## src/rtl/bcd_convert_seq.sv

```systemverilog
// Iterative double-dabble binary-to-BCD converter with valid/ready handshake on both sides.
// Optional macro SIGNED_INPUT_EN: two's-complement input, magnitude converted, sign on out_neg.
//
// state    | meaning
// ---------+---------------------------------------------------------------
// ST_IDLE  | in_ready=1, waiting for an operand
// ST_SHIFT | busy=1, one add-3/shift step per cycle for WIDTH cycles
// ST_DONE  | out_valid=1, result held until out_ready

module bcd_convert_seq #(
  parameter int WIDTH  = 16,
  parameter int DIGITS = 5
) (
  input  logic                  clk,
  input  logic                  rst_n,
  input  logic                  in_valid,
  output logic                  in_ready,
  input  logic [WIDTH-1:0]      in_data,
  output logic                  out_valid,
  input  logic                  out_ready,
  output logic [4*DIGITS-1:0]   out_bcd,
`ifdef SIGNED_INPUT_EN
  output logic                  out_neg,
`endif
  output logic                  busy
);

  localparam int BW = 4 * DIGITS;
  localparam int CW = $clog2(WIDTH + 1);

  function automatic bit digits_ok();
    longint unsigned p;
    p = 1;
    for (int i = 0; i < DIGITS; i++) p = p * 10;
    return p > ((64'd1 << WIDTH) - 64'd1);
  endfunction

  localparam bit DIGITS_OK = digits_ok();

  typedef enum logic [1:0] {
    ST_IDLE  = 2'd0,
    ST_SHIFT = 2'd1,
    ST_DONE  = 2'd2
  } state_e;

  state_e            state_q, state_d;
  logic [WIDTH-1:0]  bin_q, bin_d;
  logic [BW-1:0]     bcd_q, bcd_d;
  logic [CW-1:0]     cnt_q, cnt_d;
  logic [BW-1:0]     out_bcd_q, out_bcd_d;
  logic              neg_pend_q, neg_pend_d;
  logic              out_neg_q, out_neg_d;

  logic [BW-1:0]     bcd_adj;
  logic [BW-1:0]     bcd_shift;
  logic [WIDTH-1:0]  operand;
  logic              operand_neg;

  // Each digit >= 5 gets +3 so the following left shift carries correctly into the next digit.
  function automatic logic [BW-1:0] add3(input logic [BW-1:0] b);
    logic [BW-1:0] r;
    r = b;
    for (int i = 0; i < DIGITS; i++) begin
      if (b[4*i +: 4] >= 4'd5) r[4*i +: 4] = b[4*i +: 4] + 4'd3;
    end
    return r;
  endfunction

  always_comb begin
`ifdef SIGNED_INPUT_EN
    operand_neg = in_data[WIDTH-1];
    operand     = operand_neg ? (~in_data + WIDTH'(1)) : in_data;
`else
    operand_neg = 1'b0;
    operand     = in_data;
`endif
  end

  always_comb begin
    state_d    = state_q;
    bin_d      = bin_q;
    bcd_d      = bcd_q;
    cnt_d      = cnt_q;
    out_bcd_d  = out_bcd_q;
    neg_pend_d = neg_pend_q;
    out_neg_d  = out_neg_q;
    bcd_adj    = add3(bcd_q);
    bcd_shift  = {bcd_adj[BW-2:0], bin_q[WIDTH-1]};

    case (state_q)
      ST_IDLE: begin
        if (in_valid) begin
          bin_d      = operand;
          bcd_d      = '0;
          cnt_d      = CW'(WIDTH);
          neg_pend_d = operand_neg;
          state_d    = ST_SHIFT;
        end
      end
      ST_SHIFT: begin
        bcd_d = bcd_shift;
        bin_d = {bin_q[WIDTH-2:0], 1'b0};
        cnt_d = cnt_q - CW'(1);
        if (cnt_q == CW'(1)) begin
          out_bcd_d = bcd_shift;
          out_neg_d = neg_pend_q;
          state_d   = ST_DONE;
        end
      end
      ST_DONE: begin
        if (out_ready) state_d = ST_IDLE;
      end
      default: state_d = ST_IDLE;
    endcase
  end

  always_ff @(posedge clk) begin
    if (!rst_n) begin
      assert (DIGITS_OK);
      state_q    <= ST_IDLE;
      bin_q      <= '0;
      bcd_q      <= '0;
      cnt_q      <= '0;
      out_bcd_q  <= '0;
      neg_pend_q <= 1'b0;
      out_neg_q  <= 1'b0;
    end else begin
      state_q    <= state_d;
      bin_q      <= bin_d;
      bcd_q      <= bcd_d;
      cnt_q      <= cnt_d;
      out_bcd_q  <= out_bcd_d;
      neg_pend_q <= neg_pend_d;
      out_neg_q  <= out_neg_d;
    end
  end

  assign in_ready  = (state_q == ST_IDLE);
  assign busy      = (state_q == ST_SHIFT);
  assign out_valid = (state_q == ST_DONE);
  assign out_bcd   = out_bcd_q;
`ifdef SIGNED_INPUT_EN
  assign out_neg   = out_neg_q;
`else
  logic unused_neg;
  assign unused_neg = out_neg_q ^ neg_pend_q ^ operand_neg;
`endif

endmodule

```

## config.mk

```make
export PLATFORM = sky130hd
export DESIGN_NAME = bcd_convert_seq
export DESIGN_NICKNAME = d
export VERILOG_FILES = /design/src/rtl/bcd_convert_seq.sv
export SDC_FILE = /design/constraint.sdc
export NUM_CORES = 1
export LEC_CHECK = 0
export CAP_MARGIN = 20
export CELL_PAD_IN_SITES_DETAIL_PLACEMENT = 1
export CELL_PAD_IN_SITES_GLOBAL_PLACEMENT = 1
export CORE_MARGIN = 10
export CORE_UTILIZATION = 43
export DETAILED_ROUTE_END_ITERATION = 8
export PLACE_DENSITY_LB_ADDON = 0.08
export SLEW_MARGIN = 20
export SYNTH_ARGS = -nofsm -noshare
export SYNTH_HDL_FRONTEND = slang
export SYNTH_SLANG_ARGS = --single-unit
```

## constraint.sdc

```tcl
create_clock -name clk -period 2.4 [get_ports clk]
set_clock_uncertainty 0.05 [all_clocks]
set_input_delay 0.36 -clock clk [delete_from_list [all_inputs] [get_ports clk]]
set_output_delay 0.36 -clock clk [all_outputs]
set_load 0.05 [all_outputs]
```

* Word level (Yosys, flattened, before mapping) *
Cells that the tools add are included.

cells by class
  add/sub/neg operators = 6
  multiply operators = 0
  divide/modulo/power cells = 0
  order comparisons = 5
  equality and inequality tests = 6
  shifts and indexed selects = 0
  multiplexer cells = 15
  bitwise gates (word level) = 0
  reductions and logical operators = 5

operators with widths
  cell                 count
  $pmux 20 s2          1
  $pmux 16 s2          1
  $ge 4x3->1 const B   5
  $mux 20              1
  $add 4x2->4 const B  4
  $mux 16              1
  $mux 4               4
  $pmux 5 s2           1
  $mux 2               3
  $pmux 2 s3           1
  $eq 5x1->1 const B   1
  $mux 5               1
  $sub 5x1->5 const B  1
  $ne 2x1->1 const B   2
  $reduce_and 2->1     2
  $add 3x2->3 const B  1
  $mux 3               1
  $reduce_and 3->1     1
  $eq 2x1->1 const B   1
  $eq 2x2->1 const B   1
  $logic_not 2->1      1
  $ne 2x2->1 const B   1
  $reduce_bool 2->1    1

word-level totals
  register bits = 63
  latch bits = 0
  RAM bits = 0
  memory bits (read-only) = 0
  output and inout port bits = 23
  logic and storage cells = 42
  memories = 0

* Longest topological paths before layout *
  depth in word-level cells = 3
  depth in mapped cells = 8
  gate-level depth less buffers = 6

* Worst setup path after synthesis *
Ideal clock, no wire load.

  path kind = flip-flop to output port
  start point = reg state_q[1]
  end point = out out_valid
  arrival = 1.534 ns
  required time = 1.990 ns
  setup slack = 0.456 ns
  stages on the path, launching flop included = 5
  path buffers = 2
  cells stage by stage = dfxtp_1 -> buf_2 -> clkinv_1 -> buf_2 -> nor2_1

on the way
  word-level cells in the longest chain between the ends = 1

RTL lines
  element                 line  source
  start, declared         46    state_e state_q, state_d;
  start signal, assigned  128   state_q <= state_d;
  $eq 2x2->1              140   assign out_valid = (state_q == ST_DONE);
  end, declared           19    output logic out_valid,

Every way passes these cells.

* Worst setup path in the final report *
  start point = reg state_q[0]
  end point = out in_ready

on the way
  word-level cells in the longest chain between the ends = 1

RTL lines
  element          line  source
  $logic_not 2->1  138   assign in_ready = (state_q == ST_IDLE);
  end, declared    17    output logic in_ready,

Every way passes these cells.

==> summary.log <==
qor: critical_path.required 1990 ps
qor: status.status completed
qor: clocking.postCtsSetupRepairBufs 0
qor: critical_path.element_type_at_the_critical_path_end output pin
qor: job.maxCapViolations 0
qor: critical_path.worstSetupStartpointType register
qor: floorplan.die_x 103 µm
qor: placement.routabilityCongestion 0.785
qor: timing.period_share 91.7%
qor: critical_path.setup.worst_path.class reg -> out
qor: synth.synth.top_cells.by_area dfxtp_1 42%, o21ai_0 6.7%, nand2_1 6.2%
qor: clocking.cts_root_buf clkbuf_8
qor: clocking.cts_hold_repair.buffers 0
qor: detailed_routing.route.detailed.wl_per_inst 17.2 µm
qor: global_routing.grt_pass1_wl 14000 µm
qor: finish.fillerInstances 810
qor: detailed_routing.avgViaCountPerCell 5.57
qor: power.power.total 0.00245 W
qor: timing.timing.slew.headroom 61.9%
qor: timing.maxClockFrequency 0.454 GHz
qor: critical_path.cp.arrival 1790 ps
qor: global_routing.vias_in_the_first_global_route 2826
qor: timing.minimum_clock_period_after_layout 2200 ps
qor: timing.setup_ws 199 ps
qor: critical_path.path_max_fanout 12
qor: clocking.cts_num_sinks 63
qor: synth.yosys.area.top_type dfxtp_1
qor: synth.synth-edff-count 0
qor: synth.top_count_cell_post_synth dfxtp_1
qor: global_routing.grt.total_usage 16.7%
qor: synth.yosys.area.top_type_share 42.4%
qor: clocking.insertion_delay 340 ps
qor: global_routing.grt_max_degree 25
qor: min_path.hp-start out_bcd[18]$_SDFFE_PN0P_
qor: finish.area_growth 23.7%
qor: min_path.hold_end out_bcd[18]$_SDFFE_PN0P_
qor: floorplan.starting_utilization_of_the_core_area 44.0%
qor: detailed_routing.drt_drc_violations_left 0
qor: global_routing.globalRoute.totalOverflow 0
qor: timing.rsz_0062_raised_after_global_routing no
qor: timing.fin_tns_setup 0 ps
qor: detailed_routing.detail-route-antenna-nets 0
qor: detailed_routing.overall_routed_net_length 8300 µm
qor: critical_path.critical_path.reg2reg.endpoint out_bcd[19]$_SDFFE_PN0P_
qor: finish.final_layout_size_suffix_gt1_share 9.68%
qor: synth.synth_area 2970 µm²
qor: floorplan.chipHeight 103 µm
qor: timing.finalHoldWorstSlack 423 ps
qor: detailed_routing.detail_route.first_pass.iterations 4
qor: global_routing.antenna_found_initial 0
qor: critical_path.worstReg2RegStart state_q[0]$_SDFFE_PN0P_
qor: floorplan.num_io_pins 43
qor: critical_path.worst_r2r_path_depth 6
qor: min_path.worst_hold_path_type reg -> reg
qor: synth.synth.top_cells.by_count 63 x dfxtp_1, 49 x nand2_1, 40 x o21ai_0
qor: detailed_routing.dr.first_iter.drc_count 105
qor: detailed_routing.vias 2692
qor: power.powerDensity 667 nW/µm²
qor: power.power.ir.vdd_worst 0.380 mV
qor: timing.report.final.hold_viol_count 0
qor: min_path.min_path_cells 2
qor: clocking.cts-buffers-inserted 9
qor: power.static-leakage-power 1.37 nW
qor: clocking.cts.reportedPaths.clkPinSlew 70 ps
qor: timing.setup_viol_count_final 0
qor: clocking.cells_resized_by_post_cts_repair 0
qor: synth.synth_top_flop_cell dfxtp_1
qor: critical_path.regToRegSetupSlack 450 ps
qor: placement.buffer_ports.inserted 42
qor: timing.slew_violations 0
qor: floorplan.design.die.area 10600 µm²
qor: floorplan.row_count 30
qor: finish.nets 430
qor: clocking.cts-htree-levels 3
qor: placement.hpwl 5770 µm
qor: synth.ys_async_sr_fraction 0%
qor: clocking.clockBufferDepth 2
qor: synth.synth.distinct_cells 35
qor: floorplan.core_box_area 6760 µm²
qor: synth.yosysSeqAreaShare 42.4%
qor: synth.syn_nets 388
qor: synth.synth.ff_latch_count 63
qor: placement.dp_slack 340 ps
qor: timing.worst_pin_slew 572 ps
qor: finish.antennaDiodeCount 0
qor: finish.post-route-util 54.4%
qor: synth.synth.yosys.warnings 0
qor: clocking.cts_tree yes
qor: synth.postSynthAreaPerCell 8.35 µm²
qor: synth.count_of_mapped_cells_out_of_synthesis 356
[metal layers]
| layer | up-vias | part of all wire (%) | wire [µm] | track usage, % |
|---|---|---|---|---|
| li1 | 1343 | - | - | - |
| met1 | 1294 | 46 | 3800 | 19.7 |
| met2 | 45 | 48 | 3990 | 27.7 |
| met3 | 10 | 4.9 | 405 | 5.36 |
| met4 | 0 | 1.2 | 100 | 6.42 |
| met5 | - | 0 | 0 | 0 |
[power by group]
part	switching (W)	internal (W)
combinational	0.000180	0.000126
clock	0.000429	0.000581
sequential	0.0000428	0.00109
[state kept, by name (all words and copies together) (netlist names)]
name / cells
bcd_q: 20
out_bcd: 20
bin_q: 16
cnt_q: 5
state_q: 2
[placed cells by master (no fill, tap or decap), types with 2 or more instances in the layout]
cell,count
a21boi_0,5
a21oi_1,35
a22oi_1,3
and2_1,3
buf_4,12
bufinv_16,2
clkbuf_8,9
clkdlybuf4s50_1,40
clkinv_2,2
clkinvlp_4,2
dfxtp_1,63
ha_1,12
inv_1,14
mux2_2,5
mux2i_1,2
nand2_1,49
nand2b_1,7
nand3_1,6
nor2_1,18
nor2b_1,4
nor3_1,7
nor3b_1,9
o211a_1,6
o21ai_0,40
o21ai_1,4
o221ai_1,14
o22ai_1,14
xnor2_1,5
[per-stage QoR]
stage / std cells / instance area, µm²
final: 483 / 3680
after detailed placement: 467 / 3460
after global routing: 483 / 3680
after CTS: 483 / 3680
after floorplan: 356 / 2970
after global placement: 467 / 3460
[worst max path at each step]
stage | from | cells after the start | endpoint | slack [ps]
finish | state_q[0]$_SDFFE_PN0P_ | 2 | in_ready | 200
global route | state_q[0]$_SDFFE_PN0P_ | 2 | in_ready | 130
CTS | state_q[0]$_SDFFE_PN0P_ | 2 | in_ready | 170
detailed placement | rst_n | 4 | bcd_q[2]$_SDFFE_PN0P_ | 340
global placement | rst_n | 4 | bcd_q[10]$_SDFFE_PN0P_ | 430
floorplan | state_q[1]$_SDFFE_PN0P_ | 4 | out_valid | 460
[worst max-delay path, stage by stage (launching register included)]
cell and delay (ps):
dfxtp_1 440, nor2_1 170, clkdlybuf4s50_1 830
[final cells by class]
type	instances	area, µm²	share of cell area (%)
clock buffer	10	128	3.47
multi-input combinational	255	1530	41.7
tap	80	100	2.72
sequential	63	1260	34.3
timing repair buffer	53	510	13.9
clock inverter	6	85.1	2.31
inverter	16	60.1	1.63
[cell families (layout without fill, tap and decap cells)]
family                     count (synthesis)  after routing  share of synthesized area (%)
AOI/OAI and AO/OA                        124            124                           25.3
xor gates and xnor gates                   5              5                           1.47
adders and majority gates                 12             12                           5.05
buffers and inverters                     38             85                           6.06
DFF                                       63             63                           42.4
muxes                                      7              7                           2.57
and+or+nand+nor                          107            107                           17.1
Note: power is estimated with default switching activity, not from simulation.
